$ cat config.mk
export PLATFORM = sky130hd
export DESIGN_NAME = qsin_nco
export DESIGN_NICKNAME = d
export VERILOG_FILES = /design/src/rtl/qsin_pkg.sv /design/src/rtl/qsin_quad_map.sv /design/src/rtl/qsin_nco.sv
export SDC_FILE = /design/constraint.sdc
export NUM_CORES = 1
export LEC_CHECK = 0
export ABC_AREA = 1
export CAP_MARGIN = 20
export CORE_MARGIN = 5
export CORE_UTILIZATION = 56
export CTS_CLUSTER_DIAMETER = 50
export DETAILED_ROUTE_END_ITERATION = 6
export PLACE_DENSITY = 0.82
export RECOVER_POWER = 25
export SLEW_MARGIN = 20
export SYNTH_ARGS = -nofsm -noshare
export SYNTH_HDL_FRONTEND = slang
export SYNTH_SLANG_ARGS = --single-unit
$ cat constraint.sdc
create_clock -name clk -period 2.14 [get_ports clk]
set_clock_uncertainty 0.05 [all_clocks]
set_input_delay 0.214 -clock clk [delete_from_list [all_inputs] [get_ports clk]]
set_output_delay 0.214 -clock clk [all_outputs]
set_load 0.05 [all_outputs]
$ cat src/rtl/qsin_pkg.sv
// qsin_pkg: definitions shared by the quadrature sine/cosine NCO.
//   quad_e        : phase quadrant, taken from the top two phase bits.
//   *_DEF         : default sample width, table address width, phase width
//                   and table full-scale.
package qsin_pkg;

  typedef enum logic [1:0] {
    Q0 = 2'd0,
    Q1 = 2'd1,
    Q2 = 2'd2,
    Q3 = 2'd3
  } quad_e;

  localparam int DW_DEF    = 16;
  localparam int ABITS_DEF = 8;
  localparam int PW_DEF    = 32;
  localparam int SCALE_DEF = 32767;

endpackage

$ cat src/rtl/qsin_quad_map.sv
// qsin_quad_map: combinational quadrant sign/select map.
// A quarter-wave table supplies two terms per phase:
//   T = table[idx]         (sine of the in-quadrant angle)
//   M = table[SIZE - idx]  (cosine of the in-quadrant angle)
// The quadrant then chooses which term each output takes and its sign.
// Ports:
//   q_i   : quadrant of the sample
//   t_i   : direct table term T
//   m_i   : mirrored table term M
//   sin_o : signed sine sample
//   cos_o : signed cosine sample
module qsin_quad_map
  import qsin_pkg::*;
#(
  parameter int DW = DW_DEF
) (
  input  quad_e                 q_i,
  input  logic signed [DW-1:0]  t_i,
  input  logic signed [DW-1:0]  m_i,
  output logic signed [DW-1:0]  sin_o,
  output logic signed [DW-1:0]  cos_o
);

  // Plain DW-bit two's complement: wraps instead of saturating. Table
  // words never reach the most negative code, so no wrap occurs in use.
  function automatic logic signed [DW-1:0] neg(input logic signed [DW-1:0] x);
    return -x;
  endfunction

  always_comb begin
    sin_o = '0;
    cos_o = '0;
    case (q_i)
      Q0: begin sin_o = t_i;      cos_o = m_i;      end
      Q1: begin sin_o = m_i;      cos_o = neg(t_i); end
      Q2: begin sin_o = neg(t_i); cos_o = neg(m_i); end
      Q3: begin sin_o = neg(m_i); cos_o = t_i;      end
      default: begin sin_o = '0;  cos_o = '0;       end
    endcase
  end

endmodule

$ cat src/rtl/qsin_nco.sv
// qsin_nco: quadrature NCO driving an external quarter-wave sine table.
// A PW-bit phase accumulator is decoded into quadrant + table index; two
// table addresses (direct and mirrored) are driven combinationally, the
// table returns data one cycle later, and the sign/select map produces a
// registered sine/cosine pair.
// Ports:
//   clk, rst            : clock, asynchronous active-low reset
//   en                  : advance phase one step and issue a sample
//   sync_clr            : zero phase, flush in-flight samples
//   inc_load, phase_inc : capture a new phase step
//   lut_addr1/2         : direct / mirrored table addresses
//   lut_data1/2         : table words, one cycle after the addresses
//   sin_out, cos_out    : signed samples (hold between valid samples)
//   out_valid           : new sample present, two cycles after its en
module qsin_nco
  import qsin_pkg::*;
#(
  parameter int DW    = DW_DEF,
  parameter int ABITS = ABITS_DEF,
  parameter int PW    = PW_DEF,
  parameter int SCALE = SCALE_DEF
) (
  input  logic                  clk,
  input  logic                  rst,
  input  logic                  en,
  input  logic                  sync_clr,
  input  logic                  inc_load,
  input  logic [PW-1:0]         phase_inc,
  output logic [ABITS-1:0]      lut_addr1,
  output logic [ABITS-1:0]      lut_addr2,
  input  logic signed [DW-1:0]  lut_data1,
  input  logic signed [DW-1:0]  lut_data2,
  output logic signed [DW-1:0]  sin_out,
  output logic signed [DW-1:0]  cos_out,
  output logic                  out_valid
);

  localparam logic signed [DW-1:0] SCALE_W = DW'(SCALE);

  logic [PW-1:0]         phase_q, phase_d;
  logic [PW-1:0]         inc_q, inc_d;
  logic [ABITS-1:0]      idx;
  quad_e                 quad;

  quad_e                 quad_p0_q;
  logic                  idx0_p0_q;
  logic                  vld_p0_q, vld_p0_d;
  logic                  vld_p1_q, vld_p1_d;

  logic signed [DW-1:0]  m_p1;
  logic signed [DW-1:0]  sin_p1, cos_p1;
  logic signed [DW-1:0]  sin_q, sin_d;
  logic signed [DW-1:0]  cos_q, cos_d;

  // ---- stage p0: phase decode, table addressing ----
  assign quad      = quad_e'(phase_q[PW-1 -: 2]);
  assign idx       = phase_q[PW-3 -: ABITS];
  assign lut_addr1 = idx;
  // Mirrored index wraps to 0 at idx==0; that entry is replaced by SCALE
  // downstream since table[SIZE] does not exist.
  assign lut_addr2 = {ABITS{1'b0}} - idx;

  always_comb begin
    phase_d = phase_q;
    if (sync_clr)
      phase_d = '0;
    else if (en)
      phase_d = phase_q + inc_q;
    inc_d    = inc_load ? phase_inc : inc_q;
    vld_p0_d = en & ~sync_clr;
    vld_p1_d = vld_p0_q & ~sync_clr;
  end

  // ---- stage p1: table data aligned with quadrant, output select ----
  assign m_p1 = idx0_p0_q ? SCALE_W : lut_data2;

  qsin_quad_map #(
    .DW (DW)
  ) u_quad_map (
    .q_i   (quad_p0_q),
    .t_i   (lut_data1),
    .m_i   (m_p1),
    .sin_o (sin_p1),
    .cos_o (cos_p1)
  );

  always_comb begin
    sin_d = sin_q;
    cos_d = cos_q;
    if (vld_p1_d) begin
      sin_d = sin_p1;
      cos_d = cos_p1;
    end
  end

  always_ff @(posedge clk or negedge rst) begin
    if (!rst) begin
      phase_q   <= '0;
      inc_q     <= '0;
      quad_p0_q <= Q0;
      idx0_p0_q <= 1'b0;
      vld_p0_q  <= 1'b0;
      vld_p1_q  <= 1'b0;
      sin_q     <= '0;
      cos_q     <= '0;
    end else begin
      phase_q   <= phase_d;
      inc_q     <= inc_d;
      quad_p0_q <= quad;
      idx0_p0_q <= (idx == '0);
      vld_p0_q  <= vld_p0_d;
      vld_p1_q  <= vld_p1_d;
      sin_q     <= sin_d;
      cos_q     <= cos_d;
    end
  end

  // ---- stage p2: registered outputs ----
  assign sin_out   = sin_q;
  assign cos_out   = cos_q;
  assign out_valid = vld_p1_q;

endmodule

==> metrics.md <==
| Metric | Value |
|---|---|
| Die Width | `around 130 µm` |
| Tmin final | `between 2 and 2.5 ns` |
| Post-route ant nets | `0` |
| Mapped Area | `8020 µm²` |
| Critical Path Start Type | `flop` |
| Primary FF master, synth | `dfrtp_1` |
| Synthesis-to-finish area growth | `24.7%` |
| Net count after synthesis | `1298` |
| IO Port Bufs | `117` |
| Worst Hold Launch | `phase_q[30]` |
| Via total after detailed routing | `8039` |
| Crit share post-route | `99.3%` |
| RePlAce Congestion | `0.971` |
| DPL Wire Length | `18200 µm` |
| Initial antenna violation count | `0` |
| Routed wire length | `between 20000 and 25000 µm` |
| Diode count | `0` |
| Post-Synthesis Cells | `1194` |
| # clock sinks | `101` |
| DP Area | `9510 µm²` |
| CP Data Arrival Time | `~1.9 ns` |
| Final core occ | `71.7%` |
| Worst-path cell chain | `buf_6, inv_4, ha_4, nand2_2, or3_4, xor2_2, buf_12` |
| Fillcell total | `1167` |
| CTS buffer count | `9` |
| RSZ-0062 raised after global routing | `true` |
| GR Overflow Total | `0` |
| Largest net degree at the start of global routing | `41` |
| Crit path max fanout | `3` |
| Final net count | `1432` |
| Critical path origin | `phase_q[22]` |
| Max Slew Vio Count | `0` |
| Outcome | `finished, final reports clean` |
| 1st-iter DRT viols | `705` |
| EDFF count, synth | `0` |
| CP peak stage delay | `0.39 ns` |
| CTS root buffer | `clkbuf_16` |
| Vias in the first global route | `around 8000` |
| CP Class | `flop to primary output` |
| Synth async-reset ratio | `100%` |
| Worst slew margin | `between 10% and 20%` |
| Slew at the pin closest to its max-slew limit | `roughly 1.2 ns` |
| GRT Total Usage | `28.2%` |
| Final setup fails | `0` |
| Reg clk slew, reported paths | `0.08 ns` |
| IO Pins | `118` |
| Die H | `between 100 and 150 µm` |
| Worst vdd ir | `around 0.65 mV` |
| Rows | `43` |
| Wire per inst | `15.4 µm` |
| Leak | `between 0.005 and 0.006 µW` |
| H-tree levels | `3` |
| Clock Path Buffers | `2` |
| RR Startpoint | `phase_q[23]` |
| Max-Cap Viols | `0` |
| Req. time, crit path | `1.88 ns` |
| Die area | `roughly 17000 µm²` |
| Synth warnings | `0` |
| Share of layout cells above drive strength 1 | `around an eighth` |
| Worst hold slack | `roughly 0.37 ns` |
| Final hold vios | `0` |
| Post-route cell area | `9990 µm²` |
| Setup TNS | `0 ns` |
| Syn Area/Cell | `about 6.7 µm²` |
| Crit path max-delay cell type | `dfrtp_1` |
| Residual DRC | `0` |
| Hold Path Class | `flop to flop` |
| Crit end category | `primary output` |
| Drt first pass iters | `5` |
| CTS tree | `built` |
| Core ar. | `between 10000 and 15000 µm²` |
| Register area share after synthesis | `about a third` |
| Vias/cell | `5.31` |
| Clk Latency, worst-skew pair | `0.36 ns` |
| Yosys cell types | `50` |
| PwrDens | `between 900 and 1000 nW/µm²` |
| Starting Density | `between 50% and 60%` |
| First-pass GRT wire length | `37900 µm` |
| Flops & latches, synth | `101` |
| FMAX | `470 MHz` |
-- path summary, 6_finish.rpt --
| check | to | cells after the start | slack (ns) |
|---|---|---|---|
| worst max-delay path | lut_addr2[6] | 7 | 0.01 |
| worst min-delay path | quad_p0_q[0] | 0 | 0.37 |
| worst max register to register | phase_q[25] | 10 | 0.12 |
| worst min register to register | quad_p0_q[0] | 0 | 0.37 |
| max in group asynchronous | phase_q[23] | 3 | 0.43 |
| min in group asynchronous | inc_q[11] | 2 | 0.49 |
-- worst max-delay path, delay by kind of cell, from the launching register on --
kind                     cells  cell delay [ns]
AND/OR/NAND/NOR              2             0.45
adder cells (fa/ha/maj)      1             0.13
buffers and inverters        3             0.35
flip-flops                   1             0.39
XOR/XNOR                     1             0.19
-- layout by cell type (no fill, tap or decap), drive strengths merged, types with 34 or more instances in the layout --
master | Yosys | layout
o21ai | 55 | 55
inv | 173 | 177
buf | 19 | 45
clkdlybuf4s50 | 0 | 108
ha | 34 | 34
nand2 | 457 | 457
a21oi | 62 | 62
nor2 | 90 | 90
nand3 | 79 | 79
dfrtp | 101 | 101
-- final cells by class --
type,instances,area (µm²),share of cell area [%]
well taps,180,225,2.25
multi-input cells,881,4690,47.0
clock buffers,9,225,2.25
clock inverters,7,114,1.14
repair buffers,160,1550,15.5
flip-flops and latches,101,2530,25.3
inverters,175,659,6.60
-- stage by stage --
stage	cells	power [µW]	setup WS [ns]
after floorplan	1194	5660	0.0672
after detailed placement	1493	7230	0.0811
after global placement	1493	7150	-0.00860
after CTS	1510	9140	-0.0807
final	1513	9250	0.0146
after global routing	1513	9830	-0.0560
-- logic make-up (layout without fill, tap and decap cells) --
| kind of cell | count (synthesis) | in the layout | share of synthesized area (%) |
|---|---|---|---|
| XOR/XNOR | 21 | 21 | 2.39 |
| adder cells (fa/ha/maj) | 35 | 35 | 5.56 |
| AND/OR/NAND/NOR | 656 | 656 | 34.9 |
| multiplexers | 31 | 31 | 4.36 |
| buffers and inverters | 212 | 351 | 11.8 |
| flip-flops | 101 | 101 | 31.5 |
| AO/OA/AOI/OAI | 138 | 138 | 9.46 |
-- per-layer routing --
metal	GRT usage [%]	up-vias	part of all wire, %
met3	4.08	53	5.9
met4	11.0	0	2.7
li1	-	4022	-
met2	50.3	295	51
met5	0	-	0
met1	34.4	3669	40
-- sequential cells by signal, indices dropped and copies added (netlist names) --
| name | count |
|---|---|
| cos_out | 16 |
| idx0_p0_q | 1 |
| inc_q | 32 |
| out_valid | 1 |
| phase_q | 32 |
| quad_p0_q | 2 |
| sin_out | 16 |
| vld_p0_q | 1 |
-- power breakdown --
part | switching (µW) | leakage [µW] | total (µW) | internal [µW]
clock network | 818 | 0.000166 | 1870 | 1060
registers | 267 | 0.00125 | 2520 | 2260
logic | 3090 | 0.00381 | 4860 | 1770
-- cells in the mapped netlist, types with 3 or more instances --
master,n,share of area [%]
nand2_1,456,21
inv_1,172,8.1
dfrtp_1,101,32
nand3_1,75,4.7
nor2_1,74,3.5
a21oi_1,62,3.9
o21ai_0,47,2.9
ha_1,34,5.3
mux2_2,31,4.4
xor2_1,15,1.6
buf_4,12,1.1
nand4_1,11,0.86
nor3_1,11,0.69
clkbuf_1,9,0.42
nor2_4,8,1.1
buf_2,5,0.31
nor2_2,5,0.39
o21ai_1,5,0.31
xnor2_1,5,0.55
nand3b_1,4,0.37
o211ai_1,4,0.37
clkbuf_8,3,0.52
dlymetal6s2s_1,3,0.47
nor2_8,3,0.75
o21ai_2,3,0.33
o22ai_1,3,0.23
o31ai_1,3,0.28
-- what timing repair did --
| item | CTS | global route |
|---|---|---|
| endpoints found under the setup margin | 2 | 18 |
| hold buffers | 1 | 0 |
| gates resized for setup | 4 | 34 |
| setup buffers | 0 | 3 |
| hold endpoints to repair | 38 | 0 |
| pin swaps | 2 | 4 |
(Power assumes the default switching activity.)
==> RTL change 1, RTL diff (config.mk and constraints unchanged) <==
The package constant `ABITS_DEF` goes from 8 to 12.
--- a/src/rtl/qsin_pkg.sv
+++ b/src/rtl/qsin_pkg.sv
@@ -12,7 +12,7 @@
   } quad_e;
 
   localparam int DW_DEF    = 16;
-  localparam int ABITS_DEF = 8;
+  localparam int ABITS_DEF = 12;
   localparam int PW_DEF    = 32;
   localparam int SCALE_DEF = 32767;
 
Interface: changed (resized lut_addr1 and lut_addr2); port bits go from 118 to 126. No check against the original RTL was run, so the function may have changed too.
==> RTL change 1 against the original RTL <==
Non-clock buffer count up 20. Area after synthesis decreased by 0.97%. Routed wire length rose by 2.7%. Worst setup slack got worse by 0.19 ns. The run now ends with setup timing left. Sequential power hardly changed. First-iteration DRC count is 21% higher. Critical path depth increased by 1. Total power up 4.0%. Design area is 3.0% higher. Sequential cell count stayed put.
==> RTL change 1: results (changes against the original RTL) <==
LEAKAGE 5.423 nW (+3.7%); CTS Buf Count 9 (unchanged); PortBufs 125 (+6.8%); top post-synthesis cells by area dfrtp_1, nand2_1, inv_1, ha_1, nand3_1; Tightest Hold Check Type reg2reg; Synth cell types 44 (-12%); layout cells sized above 1 0.1287 (+0.01097); Reg clk slew, reported paths 0.08 ns (about the same); antenna cells 0 (unchanged); post-DP HPWL 17620 microns (-3.0%); Layout Cells excl Fill 1547 (+2.2%); sequential element share of the synthesized area 0.3184 (+0.003082); RD Place Congestion 1.027 (+5.7%); TritonRoute pass-1 iters 6 (+1); Worst slew margin 0.05466 (-0.1124); Max VDD drop 1.018 mV (+58%); dpl ws 0.02829 ns (-0.05285 ns); Mapped Nets 1313 (+1.2%); initial antenna violation count 0 (unchanged); vias in the first global route 7955 (-0.74%); YS warnings 0 (unchanged); latest clock arrival within the worst-skew pair about 0.37 ns; failing checks setup timing; CTS Buffer Depth 2 (unchanged); asr flop ratio synth 1.000 (unchanged); synthesized area per cell 6.565 sq um (-2.2%); Setup WS post-layout -0.1763 ns (-0.1909 ns); Worst Path Arrival 2.05 ns (+0.19 ns); biggest regs inc_q: 32 flops, phase_q: 32 flops; H-Tree Depth 3 (unchanged); synth cell count leaders nand2_1, inv_1, dfrtp_1, nand3_1, nor2_1; DP Cell Count 1517 (+1.6%); first-pass GRT wire length 37950 microns (about the same); largest fanout on the critical path 2 (-1); Top FF cell, synth dfrtp_1; DRT iter0 DRCs 853 (+21%); via count 8403 (+4.5%); area post-placement 0.009688 sq mm (+1.9%); largest net degree at the start of global routing 53 (+29%); # setup viols final 5 (+5); filler instances 1149 (-1.5%); drt total wl 23920 microns (+2.7%); status finished with violations; Clock Tree Root clkbuf_16; Tot GR Track Use 0.2840 (+0.001578)
## RTL change 1: kinds of logic after synthesis
logic type               count (synthesis)  synth area share
AND/OR/NAND/NOR                        653            0.3450
multiplexers                            31           0.04398
buffers and inverters                  225            0.1141
flip-flops                             101            0.3184
adder cells (fa/ha/maj)                 35           0.05612
XOR/XNOR                                23           0.02538
AO/OA/AOI/OAI                          141           0.09694
## RTL change 1: worst paths after layout
path | startpoint | endpoint | slack [ns] | cells after the start
worst max register to register | phase_q[21]$_DFFE_PN0P_ | phase_q[25]$_DFFE_PN0P_ | 0.09 | 10
worst max-delay path | phase_q[19]$_DFFE_PN0P_ | lut_addr2[11] | -0.18 | 8
worst min register to register | phase_q[31]$_DFFE_PN0P_ | quad_p0_q[1]$_DFF_PN0_ | 0.37 | 0
min in group asynchronous | rst | inc_q[10]$_DFFE_PN0P_ | 0.66 | 2
worst min-delay path | phase_q[31]$_DFFE_PN0P_ | quad_p0_q[1]$_DFF_PN0_ | 0.37 | 0
max in group asynchronous | rst | cos_out[13]$_DFFE_PN0P_ | 0.34 | 3
## RTL change 1: what timing repair did
action | 4_1_cts | 5_1_grt
hold buffers | 1 | 0
buffers inserted | 7 | 8
gates cloned | 0 | 0
gates resized for setup | 13 | 37
setup endpoints to repair | 5 | 23
hold endpoints to repair | 23 | 0
pin swaps | 4 | 12
## RTL change 1: routing by layer
metal / GRT usage / wire (microns) / vias up
met3: 0.04204 / 1619 / 55
met1: 0.3493 / 9569 / 3908
met4: 0.1198 / 714 / 0
met2: 0.4976 / 12020 / 343
li1: - / - / 4097
met5: 0 / 0 / -
## RTL change 1: power by group
group / leakage [nW] / total, mW / internal [mW] / switching, mW
Sequential: 1.26 / 2.52 / 2.25 / 0.272
Clock: 0.152 / 1.75 / 0.927 / 0.824
Combinational: 4.02 / 5.36 / 2.01 / 3.34
Total: 5.42 / 9.63 / 5.19 / 4.44
## RTL change 1: through the flow
step           TNS [ns]  utilization
2_1_floorplan   -0.1104            -
3_3_place_gp          0       0.6979
3_5_place_dp          0       0.6979
4_1_cts         -0.4778       0.7289
5_1_grt          -1.303       0.7417
6_report        -0.6336       0.7417
## RTL change 1: area by class of cell
type / instances / area (sq um) / share of cell area
Clock buffer: 9 / 225.2 / 0.02188
Clock inverter: 7 / 81.33 / 0.007900
Inverter: 187 / 701.9 / 0.06818
Multi-Input combinational cell: 883 / 4745 / 0.4609
Sequential cell: 101 / 2527 / 0.2455
Tap cell: 180 / 225.2 / 0.02188
Timing Repair Buffer: 180 / 1789 / 0.1738
## RTL change 1: critical path: stages, from the launching register on
cell and delay, ns:
dfrtp_1 0.41, inv_2 0.11, nand3_4 0.09, nor3_4 0.22, nand2_2 0.13, nor3_4 0.22
nand3_2 0.14, xor2_2 0.22, buf_12 0.16
==> RTL change 2, RTL diff (same settings) <==
Made on the original files. Put one more register stage on the output `sin_out`, with the module's reset. The value now appears one clock later. The other outputs are not delayed to match.
--- a/src/rtl/qsin_nco.sv
+++ b/src/rtl/qsin_nco.sv
@@ -116,7 +116,13 @@
   end
 
   // ---- stage p2: registered outputs ----
-  assign sin_out   = sin_q;
+  always_ff @(posedge clk or negedge rst) begin
+    if (!rst) begin
+      sin_out <= '0;
+    end else begin
+      sin_out <= sin_q;
+    end
+  end
   assign cos_out   = cos_q;
   assign out_valid = vld_p1_q;
 
Behaviour: not the same (a bounded check fails within 4 cycles, from zero or initial values and one cycle with rst low).
==> RTL change 2 against the original RTL <==
The flow now finishes with violations (setup timing). Sequential share of layout area increased by 2.2 points. Register-to-register slack about the same. Worst setup slack got worse by 0.015 ns. Design area increased by 6.6%. Total power increased by 19%. Routed wire length increased by 5.3%. Area after synthesis increased by 3.4%. Sequential cell count increased by 16. Hold slack got worse by 0.055 ns. Critical path type unchanged. Highest routed layer unchanged.
==> RTL change 2: results (changes against the original RTL) <==
status finished with violations; failing checks setup timing; post-DP HPWL 17810 microns (-1.9%); Worst path slowest cell dfrtp_2; TritonRoute pass-1 iters 7 (+2); cell-internal power 6.545 mW (+29%); synth cell count leaders nand2_1, inv_1, dfrtp_1, nand3_1, nor2_1; Worst slew margin 0.3521 (+0.1851); dpl ws -0.01673 ns (-0.09786 ns); Synth cell types 46 (-8.0%); Reg clk slew, reported paths 0.06 ns (-0.02 ns); RD Place Congestion 0.9804 (+0.98%); # setup viols final 1 (+1); clkbuf count 23 (+14); Worst Path Arrival 1.88 ns (+0.02 ns); Multi-input gate area 0.004677 sq mm (-0.35%); layout cells sized above 1 0.1244 (+0.006580); vias in the first global route 8081 (+0.84%); clock share of power 0.290 (+0.087); top post-synthesis cells by area dfrtp_1, nand2_1, inv_1, ha_1, nand3_1; CTS Buf Count 17 (+8); Post-CTS Setup Bufs 4 (+4); # resized after CTS 12 (+8); drt total wl 24550 microns (+5.3%); sequential cell area 0.002932 sq mm (+16%); worst r2r dst phase_q[27]$_DFFE_PN0P_; latest clock arrival within the worst-skew pair 0.42 ns (+0.06 ns); NonClk Buf Share 0.1410 (-0.01376); DRT iter0 DRCs 647 (-8.2%); Max VDD drop 0.9820 mV (+52%); Inverters, non-clock 177 (+1.1%); Tightest Hold Check Type in2reg; hold_ws 0.3108 ns (-0.05456 ns); FF-to-FF Start phase_q[22]$_DFFE_PN0P_; Power Clock 3.18 mW (+70%); H-Tree Depth 4 (+1); TritonCTS Sinks 117 (+16%); Worst R2R Path Depth 12 (+2); largest net degree at the start of global routing 57 (+39%); Tot GR Track Use 0.2793 (-0.003044); filler instances 1210 (+3.7%); sequential element share of the synthesized area 0.3532 (+0.03782); Setup WS post-layout -0.0004616 ns (-0.01503 ns); Layout clock area frac 0.06105 (+0.02712); LEAKAGE 5.594 nW (+7.0%); Largest stage delay, worst path 0.43 ns (+0.04 ns); Hold Path Stages 3 (+3); bufs w/o clock 154 (-3.8%)
RTL change 2: changes by cell type in the layout (fill, tap and decap cells not counted), sizes merged, moves of 3 or more:
| cell | change |
|---|---|
| buf | -5 |
| bufinv | +3 |
| clkbuf | +13 |
| dfrtp | +16 |
| nand2 | +3 |
| or2 | +3 |
RTL change 2: stage by stage:
step                      instances  area [sq um]
after floorplan                1216          8290
after global placement         1510          9803
after detailed placement       1510          9803
after CTS                      1547         10530
after global routing           1551         10660
final                          1551         10660
RTL change 2: metal layers:
layer / GRT usage / wire (microns)
met5: 0 / 0
met4: 0.1109 / 842
met3: 0.05810 / 1608
met2: 0.4865 / 12180
met1: 0.3380 / 9916
RTL change 2: critical path, delay by kind of cell (launching register included):
family,cells,cell delay (ns)
flip-flops,1,0.43
adder cells (fa/ha/maj),1,0.15
XOR/XNOR,1,0.17
AND/OR/NAND/NOR,2,0.45
buffers and inverters,2,0.25
RTL change 2: cells by family after synthesis:
kind of cell | Yosys count | share of synthesized area
adders and majority gates | 35 | 0.05373
buffers and inverters | 212 | 0.1038
xor gates and xnor gates | 18 | 0.01902
DFF | 117 | 0.3532
and+or+nand+nor | 664 | 0.3379
AOI/OAI and AO/OA | 139 | 0.09025
muxes | 31 | 0.04211
RTL change 2: how the worst max path moves through the flow:
stage	from	end	depth (start not counted)
final	phase_q[22]$_DFFE_PN0P_	lut_addr2[6]	6
after global routing	phase_q[22]$_DFFE_PN0P_	lut_addr2[7]	6
after CTS	phase_q[23]$_DFFE_PN0P_	lut_addr2[6]	6
after detailed placement	lut_data1[0]	cos_out[10]$_DFFE_PN0P_	14
after global placement	lut_data1[1]	cos_out[10]$_DFFE_PN0P_	14
after floorplan	phase_q[22]$_DFFE_PN0P_	lut_addr2[6]	5
